==> src/rtl/uart_pkg.sv <==
// ----------------------------------------------------------------------------
// uart_pkg
// Shared types and constants for the memory-mapped transmit UART.
//   uart_state_t : serialiser FSM states
//   STAT_OFFSET  : byte offset of the STATUS register from the DATA register
//   STAT_*       : bit positions inside the STATUS read word
// ----------------------------------------------------------------------------
`timescale 1ns/1ps
package uart_pkg;

    typedef enum logic [1:0] {
        IDLE  = 2'd0,
        START = 2'd1,
        DATA  = 2'd2,
        STOP  = 2'd3
    } uart_state_t;

    localparam logic [31:0] STAT_OFFSET = 32'd4;

    localparam int STAT_BUSY  = 0;
    localparam int STAT_FULL  = 1;
    localparam int STAT_EMPTY = 2;
    localparam int STAT_OVF   = 3;

endpackage

==> src/rtl/sync_fifo.sv <==
// ----------------------------------------------------------------------------
// sync_fifo
// Single-clock FIFO with a combinational head-of-queue output.
//   clk, reset : clock and asynchronous active-high reset
//   push, din  : write request and data (ignored when full unless popping)
//   pop        : read request (ignored when empty)
//   dout       : current head entry, valid whenever empty is low
//   full/empty : occupancy flags
// Pointers carry one extra wrap bit so full and empty are distinguishable
// without a separate counter.
// ----------------------------------------------------------------------------
`timescale 1ns/1ps
module sync_fifo #(
    parameter int WIDTH = 8,
    parameter int DEPTH = 4
) (
    input  logic             clk,
    input  logic             reset,
    input  logic             push,
    input  logic [WIDTH-1:0] din,
    input  logic             pop,
    output logic [WIDTH-1:0] dout,
    output logic             full,
    output logic             empty
);

    localparam int AW = $clog2(DEPTH);
    localparam logic [AW:0] PTR_ONE = {{AW{1'b0}}, 1'b1};

    logic [AW:0]      wr_ptr_q, wr_ptr_d;
    logic [AW:0]      rd_ptr_q, rd_ptr_d;
    logic [WIDTH-1:0] mem_q [DEPTH];
    logic             do_push;
    logic             do_pop;

    assign empty = (wr_ptr_q == rd_ptr_q);
    assign full  = (wr_ptr_q[AW] != rd_ptr_q[AW]) &&
                   (wr_ptr_q[AW-1:0] == rd_ptr_q[AW-1:0]);

    // A push into a full FIFO is still accepted when a pop frees a slot on
    // the same edge; the write lands in the slot the reader is vacating.
    assign do_pop  = pop & ~empty;
    assign do_push = push & (~full | do_pop);

    assign wr_ptr_d = do_push ? (wr_ptr_q + PTR_ONE) : wr_ptr_q;
    assign rd_ptr_d = do_pop  ? (rd_ptr_q + PTR_ONE) : rd_ptr_q;

    assign dout = mem_q[rd_ptr_q[AW-1:0]];

    always_ff @(posedge clk or posedge reset) begin
        if (reset) begin
            wr_ptr_q <= '0;
            rd_ptr_q <= '0;
        end else begin
            wr_ptr_q <= wr_ptr_d;
            rd_ptr_q <= rd_ptr_d;
        end
    end

    // Storage needs no reset: entries are only visible once the pointers move.
    always_ff @(posedge clk) begin
        if (do_push) begin
            mem_q[wr_ptr_q[AW-1:0]] <= din;
        end
    end

endmodule

==> src/rtl/mmio_uart_tx.sv <==
// ----------------------------------------------------------------------------
// mmio_uart_tx
// Transmit-only UART snooping the core's data bus. Byte stores to BASE_ADDR
// are queued and sent 8N1 on tx; BASE_ADDR+4 is a status register.
//   clk, reset          : clock and asynchronous active-high reset
//   memwrite            : core store strobe
//   dataadr, writedata  : core store address / data
//   readdata            : status word when dataadr hits STATUS, else zero
//   tx                  : registered serial line, idle high
//   busy                : frame in progress or bytes queued
//   irq_empty           : nothing queued and serialiser idle
// Status word: bit0 busy, bit1 full, bit2 empty, bit3 sticky overflow.
// ----------------------------------------------------------------------------
`timescale 1ns/1ps
module mmio_uart_tx
    import uart_pkg::*;
#(
    parameter logic [31:0] BASE_ADDR    = 32'h0000_0100,
    parameter int          CLKS_PER_BIT = 4,
    parameter int          FIFO_DEPTH   = 4
) (
    input  logic        clk,
    input  logic        reset,
    input  logic        memwrite,
    input  logic [31:0] dataadr,
    input  logic [31:0] writedata,
    output logic [31:0] readdata,
    output logic        tx,
    output logic        busy,
    output logic        irq_empty
);

    localparam int          BW        = $clog2(CLKS_PER_BIT);
    localparam logic [BW-1:0] BAUD_LAST = BW'(CLKS_PER_BIT - 1);
    localparam logic [BW-1:0] BAUD_ONE  = {{(BW-1){1'b0}}, 1'b1};
    localparam logic [31:0] STAT_ADDR = BASE_ADDR + STAT_OFFSET;

    // Address decode
    logic wr_data;
    logic wr_stat;
    logic stat_sel;

    assign wr_data  = memwrite & (dataadr == BASE_ADDR);
    assign wr_stat  = memwrite & (dataadr == STAT_ADDR);
    assign stat_sel = (dataadr == STAT_ADDR);

    // Only the low byte of a DATA store is transmitted.
    logic unused_wdata;
    assign unused_wdata = ^writedata[31:8];

    // Byte queue
    logic       fifo_pop;
    logic [7:0] fifo_dout;
    logic       fifo_full;
    logic       fifo_empty;

    sync_fifo #(
        .WIDTH (8),
        .DEPTH (FIFO_DEPTH)
    ) u_fifo (
        .clk   (clk),
        .reset (reset),
        .push  (wr_data),
        .din   (writedata[7:0]),
        .pop   (fifo_pop),
        .dout  (fifo_dout),
        .full  (fifo_full),
        .empty (fifo_empty)
    );

    // Serialiser state
    uart_state_t state_q, state_d;
    logic [BW-1:0] baud_q, baud_d;
    logic [2:0]    bit_idx_q, bit_idx_d;
    logic [7:0]    shift_q, shift_d;
    logic          tx_q, tx_d;
    logic          ovf_q, ovf_d;
    logic          baud_done;

    assign baud_done = (baud_q == BAUD_LAST);

    always_comb begin
        state_d   = state_q;
        baud_d    = baud_q;
        bit_idx_d = bit_idx_q;
        shift_d   = shift_q;
        fifo_pop  = 1'b0;

        case (state_q)
            IDLE: begin
                if (!fifo_empty) begin
                    fifo_pop = 1'b1;
                    shift_d  = fifo_dout;
                    state_d  = START;
                    baud_d   = '0;
                end
            end
            START: begin
                if (baud_done) begin
                    state_d   = DATA;
                    baud_d    = '0;
                    bit_idx_d = 3'd0;
                end else begin
                    baud_d = baud_q + BAUD_ONE;
                end
            end
            DATA: begin
                if (baud_done) begin
                    baud_d  = '0;
                    shift_d = {1'b0, shift_q[7:1]};
                    if (bit_idx_q == 3'd7) begin
                        state_d = STOP;
                    end else begin
                        bit_idx_d = bit_idx_q + 3'd1;
                    end
                end else begin
                    baud_d = baud_q + BAUD_ONE;
                end
            end
            STOP: begin
                if (baud_done) begin
                    state_d = IDLE;
                    baud_d  = '0;
                end else begin
                    baud_d = baud_q + BAUD_ONE;
                end
            end
            default: begin
                state_d = IDLE;
                baud_d  = '0;
            end
        endcase
    end

    // The line level is derived from the next state so tx changes on the
    // same edge as the state it belongs to.
    always_comb begin
        case (state_d)
            START:   tx_d = 1'b0;
            DATA:    tx_d = shift_d[0];
            default: tx_d = 1'b1;
        endcase
    end

    // Overflow: a DATA store that the FIFO cannot accept. Clearing via a
    // STATUS store loses to a simultaneous set.
    always_comb begin
        ovf_d = ovf_q;
        if (wr_stat) begin
            ovf_d = 1'b0;
        end
        if (wr_data && fifo_full && !fifo_pop) begin
            ovf_d = 1'b1;
        end
    end

    always_ff @(posedge clk or posedge reset) begin
        if (reset) begin
            state_q   <= IDLE;
            baud_q    <= '0;
            bit_idx_q <= 3'd0;
            shift_q   <= 8'h00;
            tx_q      <= 1'b1;
            ovf_q     <= 1'b0;
        end else begin
            state_q   <= state_d;
            baud_q    <= baud_d;
            bit_idx_q <= bit_idx_d;
            shift_q   <= shift_d;
            tx_q      <= tx_d;
            ovf_q     <= ovf_d;
        end
    end

    assign tx        = tx_q;
    assign busy      = (state_q != IDLE) | ~fifo_empty;
    assign irq_empty = (state_q == IDLE) & fifo_empty;

    always_comb begin
        readdata = 32'h0;
        if (stat_sel) begin
            readdata[STAT_BUSY]  = busy;
            readdata[STAT_FULL]  = fifo_full;
            readdata[STAT_EMPTY] = fifo_empty;
            readdata[STAT_OVF]   = ovf_q;
        end
    end

endmodule

==> config.mk <==
export PLATFORM = sky130hd
export DESIGN_NAME = mmio_uart_tx
export DESIGN_NICKNAME = d
export VERILOG_FILES = /design/src/rtl/uart_pkg.sv /design/src/rtl/sync_fifo.sv /design/src/rtl/mmio_uart_tx.sv
export SDC_FILE = /design/constraint.sdc
export NUM_CORES = 1
export LEC_CHECK = 0
export ABC_AREA = 1
export CORE_AREA = 5 5 70 103
export DETAILED_ROUTE_END_ITERATION = 7
export DIE_AREA = 0 0 75 108
export PLACE_DENSITY = 0.84
export SYNTH_ARGS = -nofsm -noshare
export SYNTH_HDL_FRONTEND = slang
export SYNTH_SLANG_ARGS = --single-unit
export TNS_END_PERCENT = 30
==> constraint.sdc <==
create_clock -name clk -period 3 [get_ports clk]
set_input_delay 0.3 -clock clk [delete_from_list [all_inputs] [get_ports clk]]
set_output_delay 0.3 -clock clk [all_outputs]
set_load 0.005 [all_outputs]
Word level (Yosys, flattened, before mapping). Memories as Yosys holds them, arrays and structs flattened. Index checks and enable logic that the tools add are counted.

Flip-flop bits (word level): 23. Memories kept: 1. RAM bits: 32. Bits of input ports: 67. Output and inout bits: 35.

Bitwise gates (word level): 9. Multiplexer cells: 24. Reductions and logical operators: 12. Add/subtract/negate cells: 4. Equal/unequal tests: 16.

Memories: u_fifo.mem_q (words 4, bits a word 8, rd ports 1, clocked after Yosys merged registers in 0, write ports 1, RTL line sync_fifo.sv:32) `logic [WIDTH-1:0] mem_q [DEPTH];`.

Operators by type and width (number): $eq A32 B9 Y1 const B (2); $mux W8 (2); $pmux W8 S2 (1); $mux W2 (7); $add A3 B1 Y3 const B (3); $mux W3 (3); $eq A2 B2 Y1 const B (4); $ne A2 B2 Y1 const B (4); $pmux W2 S4 (1); $reduce_bool A2 Y1 (4); $mux W1 (6); $pmux W3 S2 (1); $and A1 B1 Y1 (5); $eq A2 B1 Y1 const B (2); $mux W4 (1); $pmux W2 S2 (1); $reduce_and A4 Y1 (1); $eq A3 B3 Y1 (1); $eq A3 B3 Y1 const B (1); $logic_and A1 B1 Y1 (3); $reduce_and A3 Y1 (1); $reduce_or A3 Y1 (1); $add A2 B1 Y2 const B (1); $eq A2 B2 Y1 (1); 6 further kinds (8).

Longest topological paths before layout. Gate-level depths: netlist (run 1).

Depth after elaboration: 8. Gate-level depth with buffers: 11. Mapped depth without buffers: 10.

Cells and area by module. Synthesis (run 1) repeated with hierarchy kept, for this count alone.

Cell total of the unflattened synthesis: 316. Area total of the unflattened synthesis: 2969.1 µm².

Modules (own cells, without submodules): sync_fifo (area an instance 1659.1 µm², instances 1, cells each 138); mmio_uart_tx (area an instance 1310.0 µm², instances 1, cells each 178).

Worst setup path before layout (run 1). OpenSTA, ideal clock, no wires.

Path kind: register to register. From: reg u_fifo.rd_ptr_q[1]. To: mem u_fifo.mem_q[0][0], enable pin. Arrival time: 1.370 ns. Data required time: 2.629 ns. Cell stages (with the launch flop): 9. Slack: 1.260 ns. Setup time: 0.371 ns. Path through: dfrtp_1 > buf_6 > nand2_1 > nand2_4 > nand2_1 > nor2_2 > nand2_2 > nand2_2 > nor2_1.

Word-level cells in the longest chain between the ends: 8.

RTL lines: start: declaration (RTL line sync_fifo.sv:31) `logic [AW:0] rd_ptr_q, rd_ptr_d;`; start signal: assignment (RTL line sync_fifo.sv:56) `rd_ptr_q <= rd_ptr_d;`; $eq A3 B3 Y1 (RTL line sync_fifo.sv:36) `assign empty = (wr_ptr_q == rd_ptr_q);`; $mux W1 (RTL line mmio_uart_tx.sv:91) `if (!fifo_empty) begin`; $mux W1 (RTL line mmio_uart_tx.sv:89) `case (state_q)`; $and A1 B1 Y1 (RTL line sync_fifo.sv:42) `assign do_pop = pop & ~empty;`; $or A1 B1 Y1 * (RTL line sync_fifo.sv:43) `assign do_push = push & (~full | do_pop);`; $and A1 B1 Y1 * (RTL line sync_fifo.sv:43); $mux W1 * (RTL line sync_fifo.sv:62) `if (do_push) begin`; $mux W1 (not written as such) * (RTL line sync_fifo.sv:63) `mem_q[wr_ptr_q[AW-1:0]] <= din;`; end: declaration (RTL line sync_fifo.sv:32).

Mark *: on every way between the ends. The rest lies on a longest branch, timed or not.

Final worst setup path (run 1).
From: in dataadr[11]. To: out readdata[1].

Word-level cells in the longest chain between the ends: 2.

RTL lines: start: declaration (RTL line mmio_uart_tx.sv:25) `input logic [31:0] dataadr,`; $eq A32 B9 Y1 (RTL line mmio_uart_tx.sv:45) `assign stat_sel = (dataadr == STAT_ADDR);`; $mux W4 (RTL line mmio_uart_tx.sv:181) `if (stat_sel) begin`; end: declaration (RTL line mmio_uart_tx.sv:27) `output logic [31:0] readdata,`.

Every way passes these cells.

==> summary.md, run 1 <==
| Metric | Value |
|---|---|
| Worst Path Class, Setup | in -> out |
| Reg2reg start | u_fifo.rd_ptr_q[0]$_DFFE_PP0P_ |
| Standard-cell rows | 35 |
| Via density | 4.79 |
| Worst rel slew slack | 41.4% |
| Area added between synthesis and finish | 19.2% |
| First-pass DRT Iterations | 4 |
| Port bufs | slightly below 50 |
| DRC | 0 |
| RSZ-0062 raised after global routing | no |
| Register area share after synthesis | 52.4% |
| DIE WIDTH | about 75 µm |
| Die H | 108 µm |
| Sum Neg Setup Slack | 0 ps |
| Largest net degree at the start of global routing | 24 |
| Most frequent cells in the layout | 70 x nand2_1, 49 x clkdlybuf4s50_1, 42 x nor2_1 |
| Clock sink total | 55 |
| DR WL/cell | 12.7 µm |
| Fin util | 56.6% |
| Postcts setup bufs | 0 |
| Later-pin clock latency in the skew report | 300 ps |
| CTS max path bufs | 2 |
| Via count | roughly 2100 |
| CORE AREA | 6170 µm² |
| Reg2Reg Capture Point | u_fifo.mem_q[1][4]$_DFFE_PP_ |
| CTS tree | done |
| Aggregate global-route resource usage | 14.8% |
| Number of global-route vias before repair | 2031 |
| Fin crit share | about four fifths |
| Endpoints failing setup | 0 |
| Crit-path cells | clkdlybuf4s50_1 > nor2_1 > nand3b_1 > nor2_1 > nor2b_1 > nand2_1 > nor3_1 > clkdlybuf4s50_1 |
| Max Fclk | 0.418 GHz |
| Layout cells sized above 1 | 9.97% |
| Clk slew on worst S/H paths | 100 ps |
| TritonCTS Buffers | 5 |
| Final wirelength | around 5.7 mm |
| Cell Pwr Density | a little over 400 nW/µm² |
| Max cap viols | 0 |
| Global placement routability congestion | 0.776 |
| Reg2reg path depth | 10 |
| First-pass GRT wire length | 9.28 mm |
| Max-slew violation count | 0 |
| Warnings from Yosys | 0 |
| Peak VDD IR | 0.000361 V |
| # H-tree levels | 2 |
| Count of cell types in the netlist | 34 |
| Post_cts resized | 0 |
| Initial antenna violation count | 0 |
| Clk_skew | 10.6 ps |
| Post-DP HPWL | roughly 4.5 mm |
| CP max FO | 4 |
| Worst-Margin Slew | 878 ps |
| Worst Path Required | 2700 ps |
| Final hold violations | 0 |
| Status | finished clean |
| Gate Count Post-Synth | roughly 310 |
| Ant. Diodes | 0 |
| Yosys reg bits | 55 |
| Crit start category | primary input |
| Critical path endpoint category | output port |
| Ports | approximately 100 |
| Min-Delay Path Class | in -> async |
| Slowest stage delay, CP | roughly 560 ps |
| Synthesized cell area | ~2900 µm² |
| Root buffer cell | clkbuf_8 |
| Minimum clock period | 2390 ps |
| Crit path arrival time | 2090 ps |
| Iter 0 DRT Violations | 99 |
| Hold-fix buffers at CTS | 0 |
| Flop2flop setup slack | 1160 ps |
| Remaining antenna violation count | 0 |
| Final net count | 445 |
| Pleak | ~1.5 nW |
| Area of the die | approximately 8100 µm² |
| Commonest non-fill, non-tap cell in the layout | nand2_1 |
| Syn avg cell area | 9.34 µm² |
| Initial Util | roughly 48% |
| Grt ovf | 0 |
| Slowest-stage cell, CP | clkdlybuf4s50_1 |
## state kept, by name, summed over array words and instances (netlist names)
| signal | count |
|---|---|
| baud_q | 2 |
| state_q | 2 |
| u_fifo.mem_q | 32 |
| u_fifo.rd_ptr_q | 3 |
| tx | 1 |
| u_fifo.wr_ptr_q | 3 |
| bit_idx_q | 3 |
| ovf_q | 1 |
| shift_q | 8 |
## synthesized netlist by cell type (all sizes together)
| cell | count | area share [%] |
|---|---|---|
| inv | 30 | 4.3 |
| nand3 | 19 | 3.7 |
| edfxtp | 32 | 33 |
| buf | 33 | 8.7 |
| a22o | 1 | 0.30 |
| o21ai | 16 | 2.7 |
| ha | 8 | 3.4 |
| nor2 | 46 | 6.7 |
| nand3b | 1 | 0.26 |
| xor2 | 4 | 1.5 |
| nand2 | 80 | 12 |
| conb | 1 | 0.13 |
| nand4 | 2 | 0.43 |
| nor3 | 3 | 0.51 |
| o31ai | 1 | 0.26 |
| dfstp | 1 | 0.90 |
| o22ai | 6 | 1.3 |
| dfrtp | 22 | 19 |
| a21oi | 6 | 1.2 |
| nor2b | 1 | 0.21 |
| and3 | 1 | 0.21 |
## worst max-delay path, delay by kind of cell
family                 cells  cell delay [ps]
buffers and inverters      2              960
and+or+nand+nor            6              830
## layout make-up
type | instances | area (µm²)
clock inverter | 3 | 18.8
clock buffer | 5 | 68.8
multi-input combinational | 223 | 1120
sequential | 55 | 1540
timing repair buffer | 55 | 536
tap | 74 | 92.6
inverter | 30 | 125
fill | 532 | 2680
## routing by layer
layer,global-route usage [%],vias to the layer above,part of all wire (%)
li1,-,1072,-
met1,16.0,985,36
met3,1.95,9,5.3
met2,27.8,64,57
met5,0,-,0
met4,6.11,0,2.0
## worst max-delay path by stage
stage / endpoint / start / cells after the start
after CTS: readdata[1] / dataadr[11] / 8
final: readdata[1] / dataadr[11] / 8
after floorplan: u_fifo.mem_q[0][0]$_DFFE_PP_ / u_fifo.rd_ptr_q[1]$_DFFE_PP0P_ / 8
after global routing: readdata[1] / dataadr[15] / 8
after detailed placement: readdata[1] / dataadr[11] / 8
after global placement: readdata[1] / dataadr[13] / 8
## logic make-up after synthesis
kind of cell / after synthesis / share of synthesized area, %
other: 1 / 0.128
flip-flops: 55 / 52.4
adder cells (fa/ha/maj): 8 / 3.41
AO/OA/AOI/OAI: 30 / 5.71
XOR/XNOR: 4 / 1.45
buffers and inverters: 63 / 12.9
AND/OR/NAND/NOR: 153 / 24.0
## per-stage QoR
| step | cells | total power, mW | setup slack, ps | cell area, µm² | hold slack [ps] |
|---|---|---|---|---|---|
| 2_1_floorplan | 341 | 0.968 | 1260 | 3040 | 301 |
| 3_3_place_gp | 437 | 1.01 | 635 | 3410 | 457 |
| 3_5_place_dp | 437 | 1.02 | 597 | 3410 | 460 |
| 4_1_cts | 445 | 1.41 | 582 | 3500 | 484 |
| 5_1_grt | 445 | 1.46 | 470 | 3500 | 510 |
| 6_report | 445 | 1.41 | 608 | 3500 | 468 |
## report_power, final
group          switching (mW)  internal, mW  total [mW]
Clock                   0.237         0.165       0.402
Sequential             0.0279         0.846       0.874
Combinational          0.0584        0.0733       0.132
Total                   0.323          1.08        1.41
(Power assumes the default switching activity.)
==> run 2: changes to the inputs <==
CORE_AREA = 5 5 72 107   (was 5 5 70 103)
DIE_AREA = 0 0 77 112   (was 0 0 75 108)
PLACE_DENSITY = 0.79   (was 0.84)
clock period = 2.3 ns   (was 3 ns; I/O delays follow)
==> run 2 against run 1 <==
Combinational power is 32% higher. Register-to-register slack worse by 600 ps. Setup slack lost 430 ps. Critical path depth decreased by 2. Routed wire length decreased by 1.1%. Power grew 29%. Largest cell class unchanged.
==> summary.md, run 2 (synthesis results as in run 1) <==
| Metric | Value |
|---|---|
| Status | finished clean |
| RSZ-0062 raised after global routing | no |
| Aggregate global-route resource usage | 13.6% (-1.2 points) |
| Clk slew on worst S/H paths | 90 ps (about the same) |
| Port bufs | 49 (unchanged) |
| First-pass GRT wire length | 9.71 mm (+4.6%) |
| Peak VDD IR | 0.000389 V (+7.8%) |
| Slowest-stage cell, CP | clkdlybuf4s50_1 |
| Combinational Power Share | 9.6% (+0.2 points) |
| CORE AREA | 6710 µm² (+8.7%) |
| Net Switching | 0.405 mW (+25%) |
| Clock sink total | 55 (unchanged) |
| Switching Fraction | 22.3% (-0.69 points) |
| Clk_skew | 6.35 ps (-4.25 ps) |
| DIE WIDTH | 77 µm (+2.7%) |
| Multi-input gate area | 1120 µm² (+0.45%) |
| CTS tree | done |
| Later-pin clock latency in the skew report | 300 ps (about the same) |
| Final worst slack | 179 ps (-429 ps) |
| Area added between synthesis and finish | 20.0% |
| Int Power | 1.41 mW (+30%) |
| Ant. Diodes | 0 (unchanged) |
| Initial Util | 43.7% (-3.8 points) |
| Placed Area | 3430 µm² (+0.59%) |
| Ports | 102 (unchanged) |
| Most used cell, CP | nand2_4 |
| Final wirelength | 5.61 mm (-1.1%) |
| Most frequent cells in the layout | 70 x nand2_1, 48 x clkdlybuf4s50_1, 41 x nor2_1 |
| Fin util | 52.5% (-4.2 points) |
| Clk pwr share | 27.8% (-0.7 points) |
| Sum Neg Setup Slack | 0 ps (unchanged) |
| Die H | 112 µm (+3.7%) |
| Largest register FFs | 32 (unchanged) |
| Reg2reg start | u_fifo.rd_ptr_q[0]$_DFFE_PP0P_ |
| Crit start category | flip-flop |
| Family with the most delay on the worst path | buffers and inverters |
| Global placement routability congestion | 0.768 (-0.93%) |
| # H-tree levels | 2 (unchanged) |
| Worst Path Class, Setup | reg -> out |
| DR WL/cell | 12.4 µm (-2.4%) |
| Root buffer cell | clkbuf_8 |
| Sequential share of power | 62.6% (+0.5 points) |
| Remaining antenna violation count | 0 (unchanged) |
| Commonest non-fill, non-tap cell in the layout | nand2_1 |
| Number of global-route vias before repair | 2202 (+8.4%) |
| Pre-CTS setup slack | 91.3 ps (-506 ps) |
| Fin crit share | 92.2% |
| Standard-cell rows | 37 (+5.7%) |
| Grt ovf | 0 (unchanged) |
| Reg2Reg Capture Point | u_fifo.mem_q[0][6]$_DFFE_PP_ |
| Register Area | 1540 µm² (unchanged) |
| Reg2reg path depth | 9 (-1) |
| Endpoints failing setup | 0 (unchanged) |
| Post-DP HPWL | 4.37 mm (-2.8%) |
| Flop2flop setup slack | 560 ps (-600 ps) |
| Max cap viols | 0 (unchanged) |
| Min-Delay Path Class | in -> async |
| Final hold violations | 0 (unchanged) |
| Fill count | 590 (+11%) |
| Iter 0 DRT Violations | 95 (-4.0%) |
| Final net count | 447 (+0.45%) |
| Minimum clock period | 2120 ps |
| Max-slew violation count | 0 (unchanged) |
| Pleak | 1.57 nW (+1.4%) |
| DRC | 0 (unchanged) |
| Max Fclk | around 0.47 GHz |
| Design Area, Final | 3520 µm² (+0.72%) |
| TritonCTS Buffers | 5 (unchanged) |
| Layout cells sized above 1 | 10.7% (+0.75 points) |
| Via count | 2162 (+1.5%) |
| Worst Path Required | 2070 ps (-630 ps) |
| Worst setup path start | u_fifo.rd_ptr_q[0]$_DFFE_PP0P_ |
| Cell Pwr Density | 516 nW/µm² (+28%) |
| CP max FO | 18 (+14) |
| Crit-path cells | inv_6 > nand2_4 > nand2_4 > nand4_1 > inv_1 > clkdlybuf4s50_1 |
| Crit path arrival time | 1890 ps (-200 ps) |
| Critical path endpoint category | output port |
| Slowest stage delay, CP | 520 ps (-40 ps) |
| Via density | 4.79 (+0.15%) |
| CTS max path bufs | 2 (unchanged) |
| Largest net degree at the start of global routing | 24 (unchanged) |
| First-pass DRT Iterations | 6 (+2) |
| Area of the die | 8620 µm² (+6.5%) |
| Initial antenna violation count | 0 (unchanged) |
| CP bufs+invs | 3 (+1) |
## run 2: area by class of cell
class / count / area share, %
inverter: 30 / 3.55
timing repair buffer: 57 / 15.7
clock buffer: 6 / 2.06
clock inverter: 2 / 0.355
tap: 78 / 2.77
sequential: 55 / 43.7
multi-input combinational: 223 / 31.9
## run 2: routing by layer
layer	vias to the layer above	global-route usage [%]	wire, µm
li1	1079	-	-
met1	1014	14.7	2010
met2	65	26.3	3260
met3	4	1.70	316
met4	0	4.82	24
met5	-	0	0
## run 2: what timing repair did
action	4_1_cts	5_1_grt
hold buffers	0	0
buffers inserted	0	0
endpoints found under the setup margin	0	4
resized for setup	0	3
## run 2: worst min-delay path, delay by kind of cell
family	cells	cell delay, ps
buffers and inverters	3	730
## run 2: power groups by stage
stage	sequential, mW	combinational [mW]	clock (mW)
2_1_floorplan	1.15	0.115	0
3_3_place_gp	1.16	0.165	0
3_5_place_dp	1.16	0.174	0
4_1_cts	1.14	0.175	0.518
5_1_grt	1.15	0.202	0.553
6_report	1.14	0.174	0.506
## run 2: worst max-delay path by stage
| stage | end | slack [ps] | cells after the start |
|---|---|---|---|
| final | irq_empty | 180 | 6 |
| after global routing | readdata[0] | 20 | 7 |
| after CTS | readdata[1] | 90 | 8 |
| after detailed placement | readdata[1] | 90 | 8 |
| after global placement | readdata[1] | 90 | 8 |
| after floorplan | u_fifo.mem_q[0][0]$_DFFE_PP_ | 560 | 8 |
## run 2: metrics by stage
stage,total power [mW],cells,hold WS [ps]
floorplan,1.26,341,231
global placement,1.32,443,458
detailed placement,1.33,443,460
CTS,1.83,451,284
global route,1.90,451,313
finish,1.82,451,265
